`src/rtl/rs_pkg.sv`:
```
// rs_pkg: field and code constants shared by the RS(15,9) encoder and decoder.
//   GF(16) built on x^4 + x + 1 (alpha = 4'h2), symbols are 4 bits wide.
//   RS_ALOG[i] = alpha^i, RS_GEN[i] = g_i of g(x) = prod_{j=1..6} (x + alpha^j).
//   rs_state_e : encoder FSM states.
//   gf_mul     : GF(16) product, polynomial multiply reduced mod x^4 + x + 1.
package rs_pkg;

  localparam int unsigned RS_SYM_W = 4;
  localparam int unsigned RS_N     = 15;
  localparam int unsigned RS_K     = 9;
  localparam int unsigned RS_NPAR  = 6;

  // Low bits of the primitive polynomial: x^4 folds back to x + 1.
  localparam logic [3:0] RS_PRIM_POLY = 4'h3;

  localparam logic [3:0] RS_ALOG [0:14] = '{
    4'h1, 4'h2, 4'h4, 4'h8, 4'h3, 4'h6, 4'hC, 4'hB,
    4'h5, 4'hA, 4'h7, 4'hE, 4'hF, 4'hD, 4'h9
  };

  localparam logic [3:0] RS_GEN [0:5] = '{4'hC, 4'hA, 4'hC, 4'h3, 4'h9, 4'h7};

  typedef enum logic [1:0] {
    ST_IDLE  = 2'd0,
    ST_SHIFT = 2'd1,
    ST_DONE  = 2'd2
  } rs_state_e;

  // Shift-and-add multiply; with one constant operand this flattens to XORs.
  function automatic logic [3:0] gf_mul(input logic [3:0] a, input logic [3:0] b);
    logic [3:0] acc;
    logic [3:0] aa;
    acc = 4'h0;
    aa  = a;
    for (int i = 0; i < 4; i++) begin
      if (b[i]) acc = acc ^ aa;
      aa = {aa[2:0], 1'b0} ^ (aa[3] ? RS_PRIM_POLY : 4'h0);
    end
    return acc;
  endfunction

endpackage

```
`src/rtl/gf_mul4.sv`:
```
// gf_mul4: combinational GF(16) multiplier.
//   a_i [4] : operand (a constant generator coefficient in the encoder)
//   b_i [4] : operand
//   p_o [4] : a_i * b_i in GF(16)
module gf_mul4
  import rs_pkg::*;
(
  input  logic [3:0] a_i,
  input  logic [3:0] b_i,
  output logic [3:0] p_o
);

  assign p_o = gf_mul(a_i, b_i);

endmodule

```
`src/rtl/rs15_9_encoder.sv`:
```
// rs15_9_encoder: systematic RS(15,9) encoder, one message symbol per clock.
//   clk            : rising-edge clock
//   rst_n          : asynchronous active-low reset
//   encodeMessage  : start request, sampled only in IDLE
//   messageIn [36] : message, symbol k at [4k+:4], latched on the accept edge
//   codeWordReady  : downstream accepts the codeword (used in DONE)
//   encoderBusy    : state != IDLE
//   codeWordValid  : state == DONE
//   codeWordOut[60]: {message, p5..p0}; only meaningful while codeWordValid
//
// state | meaning
// IDLE  | waiting for encodeMessage
// SHIFT | clocking message symbols 8..0 through the parity LFSR
// DONE  | codeword held until codeWordReady
module rs15_9_encoder
  import rs_pkg::*;
(
  input  logic        clk,
  input  logic        rst_n,
  input  logic        encodeMessage,
  input  logic [35:0] messageIn,
  input  logic        codeWordReady,
  output logic        encoderBusy,
  output logic        codeWordValid,
  output logic [59:0] codeWordOut
);

  rs_state_e        state_q, state_d;
  logic [35:0]      msg_q, msg_d;
  logic [5:0][3:0]  par_q, par_d;
  logic [5:0][3:0]  prod;
  logic [3:0]       cnt_q, cnt_d;
  logic [3:0]       sym;
  logic [3:0]       fb;

  assign sym = msg_q[{cnt_q, 2'b00} +: 4];
  assign fb  = sym ^ par_q[5];

  for (genvar g = 0; g < 6; g++) begin : g_mul
    gf_mul4 u_gf_mul4 (
      .a_i (RS_GEN[g]),
      .b_i (fb),
      .p_o (prod[g])
    );
  end

  always_comb begin
    state_d = state_q;
    msg_d   = msg_q;
    par_d   = par_q;
    cnt_d   = cnt_q;
    case (state_q)
      ST_IDLE: begin
        if (encodeMessage) begin
          state_d = ST_SHIFT;
          msg_d   = messageIn;
          par_d   = '0;
          cnt_d   = 4'd8;
        end
      end
      ST_SHIFT: begin
        par_d[0] = prod[0];
        for (int i = 1; i < 6; i++) par_d[i] = par_q[i-1] ^ prod[i];
        if (cnt_q == 4'd0) state_d = ST_DONE;
        else               cnt_d   = cnt_q - 4'd1;
      end
      ST_DONE: begin
        if (codeWordReady) state_d = ST_IDLE;
      end
      default: state_d = ST_IDLE;
    endcase
  end

  always_ff @(posedge clk or negedge rst_n) begin
    if (!rst_n) begin
      state_q <= ST_IDLE;
      msg_q   <= '0;
      par_q   <= '0;
      cnt_q   <= '0;
    end else begin
      state_q <= state_d;
      msg_q   <= msg_d;
      par_q   <= par_d;
      cnt_q   <= cnt_d;
    end
  end

  assign encoderBusy   = (state_q != ST_IDLE);
  assign codeWordValid = (state_q == ST_DONE);
  assign codeWordOut   = {msg_q, par_q};

endmodule

```
`config.mk`:
```
export PLATFORM = sky130hd
export DESIGN_NAME = rs15_9_encoder
export DESIGN_NICKNAME = d
export VERILOG_FILES = /design/src/rtl/rs_pkg.sv /design/src/rtl/gf_mul4.sv /design/src/rtl/rs15_9_encoder.sv
export SDC_FILE = /design/constraint.sdc
export NUM_CORES = 1
export LEC_CHECK = 0
export ABC_AREA = 1
export BUFFER_PORTS_ARGS = -buffer_cell sky130_fd_sc_hd__buf_2
export CORE_ASPECT_RATIO = 2
export CORE_MARGIN = 5
export CORE_UTILIZATION = 32
export DETAILED_ROUTE_END_ITERATION = 7
export GPL_ROUTABILITY_DRIVEN = 0
export PLACE_DENSITY = 0.52
export SLEW_MARGIN = 20
export SYNTH_ARGS = -nofsm -noshare
export SYNTH_HDL_FRONTEND = slang
export SYNTH_SLANG_ARGS = --single-unit
export TNS_END_PERCENT = 100
```
`constraint.sdc`:
```
create_clock -name clk -period 2.33 [get_ports clk]
set_input_delay 0.466 -clock clk [delete_from_list [all_inputs] [get_ports clk]]
set_output_delay 0.466 -clock clk [all_outputs]
set_load 0.03 [all_outputs]
```
==> results of run 1 <==
synth_stat cells (3+ instances only):
master	number	area (um2)
nand3_2	4	40.0
nand2_1	182	683
a21oi_1	3	15.0
inv_1	46	173
nand4_1	8	50.1
nand3_1	52	260
buf_6	3	33.8
clkbuf_1	9	33.8
o21ai_0	32	160
inv_2	5	18.8
o21ai_1	4	20.0
nand2_2	20	125
o22ai_1	9	56.3
nor2_1	12	45.0
dfrtp_1	66	1650
registers in the layout, indices dropped and copies added, names as in the netlist:
signal and flops:
state_q 2, cnt_q 4, msg_q 36, codeWordOut 24
logic make-up (layout without fill, tap and decap cells):
kind of cell | count (synthesis) | in the layout | synth area share [%]
adders and majority gates | 1 | 1 | 0.357
buffers and inverters | 68 | 177 | 8.78
AOI/OAI and AO/OA | 48 | 48 | 7.18
xor gates and xnor gates | 2 | 2 | 0.500
DFF | 66 | 66 | 47.1
and+or+nand+nor | 282 | 282 | 36.1
per-layer routing:
metal / GRT usage [%] / part of all wire [%]
met1: 16.8 / 35
met2: 33.1 / 58
met3: 3.13 / 4.2
met4: 8.51 / 2.7
met5: 0 / 0
worst max-delay path: cells and delay by family, from the launching register on:
family / cells / cell delay (ns)
buf+inv: 2 / 0.27
flops: 1 / 0.43
simple gates: 13 / 1.23
final cells by class:
cell class / instances / area share [%]
Clock buffer: 10 / 5.16
Clock inverter: 6 / 1.30
Inverter: 52 / 4.51
Multi-Input combinational cell: 333 / 34.8
Sequential cell: 66 / 37.2
Tap cell: 140 / 3.95
Timing Repair Buffer: 109 / 13.0
path summary, 6_finish.rpt:
path,start,end,depth (start not counted),slack (ns)
min in group clk,messageIn[33],msg_q[33]$_DFFE_PN0P_,3,0.33
worst min-delay path,rst_n,msg_q[22]$_DFFE_PN0P_,1,0.10
worst max register to register,cnt_q[0]$_DFFE_PN0P_,codeWordOut[6]$_DFFE_PN0P_,15,0.29
worst max-delay path,cnt_q[0]$_DFFE_PN0P_,codeWordOut[6]$_DFFE_PN0P_,15,0.29
worst min register to register,msg_q[14]$_DFFE_PN0P_,msg_q[14]$_DFFE_PN0P_,2,0.51
max in group asynchronous,rst_n,msg_q[14]$_DFFE_PN0P_,2,1.59
metrics by stage:
stage	util [%]	instances	hold WS [ns]	cell area, um2	setup WS [ns]
6_report	41.0	716	0.100	4440	0.287
5_1_grt	41.0	716	0.137	4440	0.0939
4_1_cts	41.0	716	0.106	4440	0.291
3_5_place_dp	38.4	700	0.463	4150	0.305
3_3_place_gp	38.4	700	0.458	4150	0.296
2_1_floorplan	-	467	0.170	3500	0.567
==> impl_results.md, run 1 <==
- Final Net Count: 612
- Delay of the slowest cell on the worst path: 0.43 ns
- Hold violation total from the final report: 0
- Depth of the CTS H-tree: 3
- FFs w/ async S/R, synth: 100%
- Max_slew headroom: 66.1%
- Worst min-delay path category: in2async
- Antenna violations before repair: 0
- Final max-slew violation count: 0
- Final worst clock skew: 0.00680 ns
- Pin count of the biggest net entering global routing: 47
- Flip-flop and latch area: 0.00165 mm2
- CTS max path bufs: 2
- Setup TNS Final: 0 ns
- Mean Syn Cell Area: 7.50 um2
- Result of the run: complete, no violations
- Routed via count: 3359
- Floorplan core area: 0.0108 mm2
- Number of fill cells in the layout: 1152
- Synth warn: 0
- Port buffer count: 101
- Max Cap Violations: 0
- Number of antenna-violating nets in the routed design: 0
- CP max stage cell: dfrtp_1
- Clock edge transition at the registers on the reported setup and hold paths: 0.06 ns
- Tightest Pin Transition: 0.508 ns
- Number of flip-flops and latches in the synthesized netlist: 66
- Average wire length per cell after detail routing: 15.0 um
- Clock network latency to the later pin of the worst-skew pair: 0.33 ns
- Data arrival at the endpoint of the critical path: 2.26 ns
- Number of remaining DRC errors: 0
- Largest driver fanout on the critical path: 8
- Category of the critical setup timing path: reg2reg
- Layout Area Growth over Synthesis: 26.6%
- Count of antenna diodes in the layout: 0
- Worst setup EP type: register
- Post-CTS setup buffer count: 0
- Routed wire length: 10.8 mm
- Worst EP required: 2.55 ns
- Global Route Usage Sum: 16.9%
- Length of the first detailed-routing pass in iterations: 4
- Maximum frequency from static timing analysis: 489 MHz
- Fin crit share: 87.7%
- Post-DR vias/cell: 4.69
- Critical path cell sequence: buf_4 -> nand2_1 -> nand3_1 -> nand2_1 -> nand2_1 -> nand3_2 -> nand2_1 -> nand2_1 -> nand2_1 -> nand2_2 -> inv_2 -> nand2_1 -> nand3_1 -> nand3_1 -> nand2_1
- Area of the die: 0.0133 mm2
- Post-synthesis sequential area ratio: 47.1%
- Row Count: 54
- Synth cell types: 24
- Share of final-layout standard cells stronger than drive strength 1: 27.4%
- Final setup viols: 0
- Iteration-0 DRC count of the detailed router: 120
- Most used cells in the layout excluding fill and tap cells: 182 x nand2_1, 101 x buf_2, 66 x dfrtp_1, 52 x nand3_1, 46 x inv_1
- Die W: 84 um
- Synthesized instance count: 467
- HPWL after detailed placement: 8.65 mm
- Root cell of the clock tree: clkbuf_16
- Setup repair after global routing missed its margin: false
- Initial Util: 32.4%
- Vias in the first global route: 3445
- CTS tree: done
- Commonest register cell after synthesis: dfrtp_1
- I/O pin count: 102
- Time the worst path needs with I/O delays and setup: 2.04 ns
- Cell seen most often among critical-path stages: nand2_1
- Number of CTS-inserted buffers: 9
- Most common library cell in the layout ignoring fill and taps: nand2_1
- Area of combinational cells with multiple inputs: 0.00155 mm2
- First-pass GRT wire length: 17.5 mm
- Post-CTS sizing: 0
- # hold bufs at CTS: 0
- Global route total overflow: 0
- Kind of start point of the critical path: register
- Number of sinks on the clock net: 66
- Count of flip-flops with a built-in enable after synthesis: 0
- Combined area of all synthesized cells: 0.00350 mm2
- Die height: 158 um
- Syn nets: 508
Power of run 1 is not shown: default switching activity piles up to over one toggle a cycle in this logic, so the estimate is an artifact.
==> run 2: changes to the inputs <==
- SKIP_LAST_GASP: default -> 1
- clock period: 2.33 -> 2.1 ns (I/O delays scaled with it)
==> run 2 against run 1 <==
Against the previous run:
- non-clock buffer count unchanged
- critical path depth decreased by 1
- sequential share of layout area decreased by 0.60 points
- final area increased by 1.7%
- largest cell class unchanged
- highest routed layer unchanged
==> impl_results.md, run 2 (same netlist as run 1, synthesis figures left out) <==
- Final worst clock skew: 0.00626 ns (-0.000543 ns)
- Hold violation total from the final report: 0 (unchanged)
- Kind of start point of the critical path: register
- Largest register FFs: 36 (unchanged)
- Top Family by Delay on Critical Path: simple AND/OR/NAND/NOR gates
- Row Count: 54 (unchanged)
- Vias in the first global route: 3554 (+3.2%)
- Routed via count: 3464 (+3.1%)
- Most common library cell in the layout ignoring fill and taps: nand2_1
- Largest driver fanout on the critical path: 20 (+12)
- Number of remaining DRC errors: 0 (unchanged)
- Data arrival at the endpoint of the critical path: 2.15 ns (-0.11 ns)
- Time the worst path needs with I/O delays and setup: 1.95 ns (-0.0942 ns)
- Floorplan core area: 0.0108 mm2 (unchanged)
- Global route total overflow: 0 (unchanged)
- Setup repair after global routing missed its margin: true
- Length of the first detailed-routing pass in iterations: 4 (unchanged)
- Final Net Count: 612 (unchanged)
- Max Cap Violations: 0 (unchanged)
- Average wire length per cell after detail routing: 15.1 um (+0.39%)
- CP max stage cell: dfrtp_2
- FF-to-FF path depth: 14 (-1)
- Number of antenna-violating nets in the routed design: 0 (unchanged)
- Tightest Pin Transition: 0.544 ns (+0.0353 ns)
- Layout Area Growth over Synthesis: 28.8%
- Antenna violations before repair: 0 (unchanged)
- Die W: 84 um (unchanged)
- Category of the critical setup timing path: reg2reg
- Count of antenna diodes in the layout: 0 (unchanged)
- Max_slew headroom: 63.6% (-2.5 points)
- Cell seen most often among critical-path stages: nand2_1
- RR Startpoint: cnt_q[0]$_DFFE_PN0P_
- GR met1 Demand/Resource: 15.5% (-1.3 points)
- Post-DR vias/cell: 4.84 (+3.1%)
- Fin crit share: 92.8% (+5.1 points)
- Clock network latency to the later pin of the worst-skew pair: 0.33 ns (about the same)
- Most used cells in the layout excluding fill and tap cells: 178 x nand2_1, 101 x buf_2, 65 x dfrtp_1, 51 x nand3_1, 46 x inv_1
- Critical path cell sequence: inv_8 -> nand2_1 -> nand3_1 -> nand2_1 -> nand2_1 -> nand3_2 -> nand2_1 -> nand2_4 -> nand2_1 -> nand2_2 -> inv_2 -> nand2_1 -> nand3_1 -> o21ai_0
- CTS max path bufs: 2 (unchanged)
- Die height: 158 um (unchanged)
- Result of the run: complete, no violations
- Busiest layer in global routing: met2
- Number of sinks on the clock net: 66 (unchanged)
- Iteration-0 DRC count of the detailed router: 121 (+0.83%)
- Pin count of the biggest net entering global routing: 54 (+15%)
- Clock edge transition at the registers on the reported setup and hold paths: 0.05 ns (about the same)
- Fraction of met3 tracks used by global routing: 3.65% (+0.52 points)
- Worst setup EP type: register
- I/O pin count: 102 (unchanged)
- Share of final-layout standard cells stronger than drive strength 1: 28.5% (+1.0 points)
- HPWL after detailed placement: 8.61 mm (-0.41%)
- Register-to-register setup slack: 0.15 ns (-0.14 ns)
- Initial Util: 32.4% (unchanged)
- Maximum frequency from static timing analysis: 513 MHz (+4.8%)
- M2 GR Usage: 32.9% (-0.19 points)
- Final max-slew violation count: 0 (unchanged)
- Worst min-delay path category: in2async
- First-pass GRT wire length: 17.3 mm (-0.94%)
- Reg with most FFs: msg_q
- Global Route Usage Sum: 16.8% (-0.11 points)
- Setup TNS Final: 0 ns (unchanged)
- Final setup viols: 0 (unchanged)
- Endpoint of the worst-slack reg-to-reg timing path: codeWordOut[8]$_DFFE_PN0P_
- Depth of the CTS H-tree: 3 (unchanged)
- Area of the die: 0.0133 mm2 (unchanged)
- Number of CTS-inserted buffers: 9 (unchanged)
- Port buffer count: 101 (unchanged)
- Delay of the slowest cell on the worst path: 0.45 ns (+0.02 ns)
- CTS tree: done
- Root cell of the clock tree: clkbuf_16
- Bufs and invs on worst path: 2 (unchanged)
- Routed wire length: 10.8 mm (+0.39%)
- # hold bufs at CTS: 0 (unchanged)
- Worst EP required: 2.30 ns (-0.25 ns)
## run 2: cell count changes in the layout (fill, tap and decap cells not counted), sizes merged
cell | previous run | this run
clkbuf | 10 | 11
clkinv | 4 | 2
bufinv | 1 | 2
## run 2: per-layer routing
metal / wire length [um] / up-vias / share of wire (%)
met4: 547 / 0 / 5.1
met3: 468 / 29 / 4.3
met2: 6200 / 93 / 57
met5: 0 / - / 0
met1: 3600 / 1642 / 33
li1: - / 1700 / -
## run 2: timing repair
action                                 in CTS  in global routing
setup endpoints to repair                   0                 12
endpoints found under the hold margin       0                  0
resized for setup                           0                 12
setup buffers                               0                  1
## run 2: through the flow
| step | setup WS [ns] | std cells | hold WS (ns) | utilization [%] | cell area (um2) |
|---|---|---|---|---|---|
| 2_1_floorplan | 0.337 | 467 | 0.124 | - | 3500 |
| 3_3_place_gp | 0.0589 | 699 | 0.405 | 38.3 | 4140 |
| 3_5_place_dp | 0.0596 | 699 | 0.418 | 38.3 | 4140 |
| 4_1_cts | 0.0441 | 715 | 0.0594 | 41.3 | 4460 |
| 5_1_grt | -0.0235 | 716 | 0.0920 | 41.7 | 4510 |
| 6_report | 0.151 | 716 | 0.0510 | 41.7 | 4510 |
## run 2: worst max-delay path by stage
stage,slack (ns),depth (start not counted),end,start
after global placement,0.06,15,codeWordOut[6]$_DFFE_PN0P_,cnt_q[0]$_DFFE_PN0P_
after CTS,0.04,15,codeWordOut[23]$_DFFE_PN0P_,cnt_q[0]$_DFFE_PN0P_
after detailed placement,0.06,15,codeWordOut[6]$_DFFE_PN0P_,cnt_q[0]$_DFFE_PN0P_
final,0.15,14,codeWordOut[8]$_DFFE_PN0P_,cnt_q[0]$_DFFE_PN0P_
after global routing,-0.02,14,codeWordOut[7]$_DFFE_PN0P_,cnt_q[0]$_DFFE_PN0P_
after floorplan,0.34,16,codeWordOut[23]$_DFFE_PN0P_,cnt_q[0]$_DFFE_PN0P_
## run 2: cell type report
type / instances / area (um2)
Clock inverter: 5 / 77.6
Clock buffer: 11 / 243
Tap cell: 140 / 175
Timing Repair Buffer: 109 / 582
Inverter: 52 / 203
Fill cell: 1174 / 6300
Sequential cell: 66 / 1650
Multi-Input combinational cell: 333 / 1580
## run 2: worst reg2reg max path: stages, from the launching register on
cell and delay [ns]:
dfrtp_2 0.45, inv_8 0.13, nand2_1 0.07, nand3_1 0.06
nand2_1 0.08, nand2_1 0.12, nand3_2 0.09, nand2_1 0.11
nand2_4 0.09, nand2_1 0.09, nand2_2 0.10, inv_2 0.11
nand2_1 0.05, nand3_1 0.14, o21ai_0 0.11
Power of run 2 is left out for the same reason.
==> run 3: changes to the inputs <==
- clock period: 2.1 -> 2.2 ns (I/O delays scaled with it)
==> run 3 against run 2 <==
Against the previous run:
- global-route usage grew 0.097 points
- first-iteration DRC count shrank 20%
- die area is the same
- setup slack gained 0.031 ns
- clock-buffer cell count shrank 1
- critical endpoint is now codeWordOut[23]$_DFFE_PN0P_
==> impl_results.md, run 3 (same netlist as run 1, synthesis figures left out) <==
- Result of the run: complete, no violations
- Number of fill cells in the layout: 1158 (-1.4%)
- Register-to-register setup slack: 0.18 ns (+0.03 ns)
- Category of the critical setup timing path: reg2reg
- Number of sinks on the clock net: 66 (unchanged)
- Die W: 84 um (unchanged)
- Clock edge transition at the registers on the reported setup and hold paths: 0.05 ns (about the same)
- Post-CTS sizing: 0 (unchanged)
- HPWL after detailed placement: 8.54 mm (-0.88%)
- Top Family by Delay on Critical Path: simple AND/OR/NAND/NOR gates
- Depth of the CTS H-tree: 3 (unchanged)
- Max Cap Violations: 0 (unchanged)
- Tightest Pin Transition: 0.559 ns (+0.0156 ns)
- Share of final-layout standard cells stronger than drive strength 1: 27.7% (-0.82 points)
- Area of the die: 0.0133 mm2 (unchanged)
- Setup repair after global routing missed its margin: false
- Setup TNS Final: 0 ns (unchanged)
- Time the worst path needs with I/O delays and setup: 2.02 ns (+0.0693 ns)
- Critical path cell sequence: buf_4 -> nand2_1 -> nand3_1 -> nand2_1 -> nand2_1 -> nand3_2 -> nand2_1 -> nand2_1 -> nand2_1 -> nand2_2 -> inv_2 -> nand2_1 -> nand3_1 -> nand3_1 -> nand2_1
- Reg with most FFs: msg_q
- Largest register FFs: 36 (unchanged)
- FF-to-FF path depth: 15 (+1)
- Initial Util: 32.4% (unchanged)
- Root cell of the clock tree: clkbuf_16
- Global route total overflow: 0 (unchanged)
- Final max-slew violation count: 0 (unchanged)
- Final Net Count: 611 (-0.16%)
- Max_slew headroom: 62.6% (-1.0 points)
- Count of antenna diodes in the layout: 0 (unchanged)
- # hold bufs at CTS: 0 (unchanged)
- Average wire length per cell after detail routing: 15.2 um (+0.88%)
- Final setup viols: 0 (unchanged)
- Pin count of the biggest net entering global routing: 67 (+24%)
- Data arrival at the endpoint of the critical path: 2.24 ns (+0.09 ns)
- Routed via count: 3395 (-2.0%)
- Routed wire length: 10.9 mm (+0.74%)
- Global Route Usage Sum: 16.9% (+0.097 points)
- Clock network latency to the later pin of the worst-skew pair: 0.34 ns (about the same)
- CP max stage cell: dfrtp_2
- Largest driver fanout on the critical path: 8 (-60%)
- Die height: 158 um (unchanged)
- Iteration-0 DRC count of the detailed router: 97 (-20%)
- CTS max path bufs: 2 (unchanged)
- Hold violation total from the final report: 0 (unchanged)
- Layout Area Growth over Synthesis: 26.1%
- Number of remaining DRC errors: 0 (unchanged)
- Floorplan core area: 0.0108 mm2 (unchanged)
- Number of CTS-inserted buffers: 9 (unchanged)
- Row Count: 54 (unchanged)
- Worst EP required: 2.43 ns (+0.13 ns)
- RR Startpoint: cnt_q[0]$_DFFE_PN0P_
- Endpoint of the worst-slack reg-to-reg timing path: codeWordOut[23]$_DFFE_PN0P_
- First-pass GRT wire length: 17.2 mm (-0.52%)
- Length of the first detailed-routing pass in iterations: 4 (unchanged)
- Final worst clock skew: 0.00494 ns (-0.00132 ns)
- CTS tree: done
- Fin crit share: 91.8% (-1.1 points)
- Cell seen most often among critical-path stages: nand2_1
- Worst min-delay path category: in2async
- Most used cells in the layout excluding fill and tap cells: 182 x nand2_1, 101 x buf_2, 65 x dfrtp_1, 52 x nand3_1, 46 x inv_1
- Most common library cell in the layout ignoring fill and taps: nand2_1
- Maximum frequency from static timing analysis: 495 MHz (-3.4%)
- Worst setup EP type: register
- Antenna violations before repair: 1 (+1)
- Vias in the first global route: 3412 (-4.0%)
- Post-CTS setup buffer count: 0 (unchanged)
- Kind of start point of the critical path: register
- Delay of the slowest cell on the worst path: 0.43 ns (-0.02 ns)
- Port buffer count: 101 (unchanged)
- Bufs and invs on worst path: 2 (unchanged)
- Post-DR vias/cell: 4.75 (-1.9%)
- I/O pin count: 102 (unchanged)
- Number of antenna-violating nets in the routed design: 0 (unchanged)
-- run 3: cell count changes in the layout (fill, tap and decap cells not counted), sizes merged --
cell	change
clkbuf	-1
buf	-1
clkinv	+3
bufinv	-2
-- run 3: cell type report --
cell class	instances	area [um2]	area share (%)
Tap cell	140	175	3.96
Clock buffer	10	239	5.41
Inverter	52	203	4.59
Sequential cell	66	1650	37.4
Clock inverter	6	32.5	0.736
Timing Repair Buffer	108	571	12.9
Multi-Input combinational cell	333	1550	35.0
-- run 3: per-stage QoR --
step	worst slack [ns]	area, um2	cells	hold WS [ns]	util [%]
2_1_floorplan	0.437	3500	467	0.144	-
3_3_place_gp	0.177	4140	699	0.491	38.3
3_5_place_dp	0.182	4140	699	0.487	38.3
4_1_cts	0.150	4410	715	0.128	40.8
5_1_grt	0.0139	4420	715	0.155	40.9
6_report	0.182	4420	715	0.121	40.9
-- run 3: worst reg2reg max path, stage by stage, from the launching register on --
cell	delay [ns]
dfrtp_2	0.43
buf_4	0.17
nand2_1	0.08
nand3_1	0.07
nand2_1	0.11
nand2_1	0.12
nand3_2	0.10
nand2_1	0.05
nand2_1	0.16
nand2_1	0.09
nand2_2	0.14
inv_2	0.08
nand2_1	0.10
nand3_1	0.08
nand3_1	0.08
nand2_1	0.05
-- run 3: worst max path at each step --
stage | start | endpoint | slack, ns | depth (start not counted)
2_1_floorplan | cnt_q[0]$_DFFE_PN0P_ | codeWordOut[23]$_DFFE_PN0P_ | 0.44 | 16
3_3_place_gp | cnt_q[0]$_DFFE_PN0P_ | codeWordOut[6]$_DFFE_PN0P_ | 0.18 | 15
3_5_place_dp | cnt_q[0]$_DFFE_PN0P_ | codeWordOut[8]$_DFFE_PN0P_ | 0.18 | 14
4_1_cts | cnt_q[0]$_DFFE_PN0P_ | codeWordOut[8]$_DFFE_PN0P_ | 0.15 | 14
5_1_grt | cnt_q[0]$_DFFE_PN0P_ | codeWordOut[23]$_DFFE_PN0P_ | 0.01 | 15
6_report | cnt_q[0]$_DFFE_PN0P_ | codeWordOut[23]$_DFFE_PN0P_ | 0.18 | 15
-- run 3: per-layer routing --
metal	wire length, um	up-vias	global-route usage [%]	part of all wire [%]
li1	-	1696	-	-
met1	3620	1591	15.5	33
met2	6450	81	33.8	59
met3	447	25	3.65	4.1
met4	365	2	9.28	3.4
met5	15	-	0	0.14
Power of run 3 is left out for the same reason.
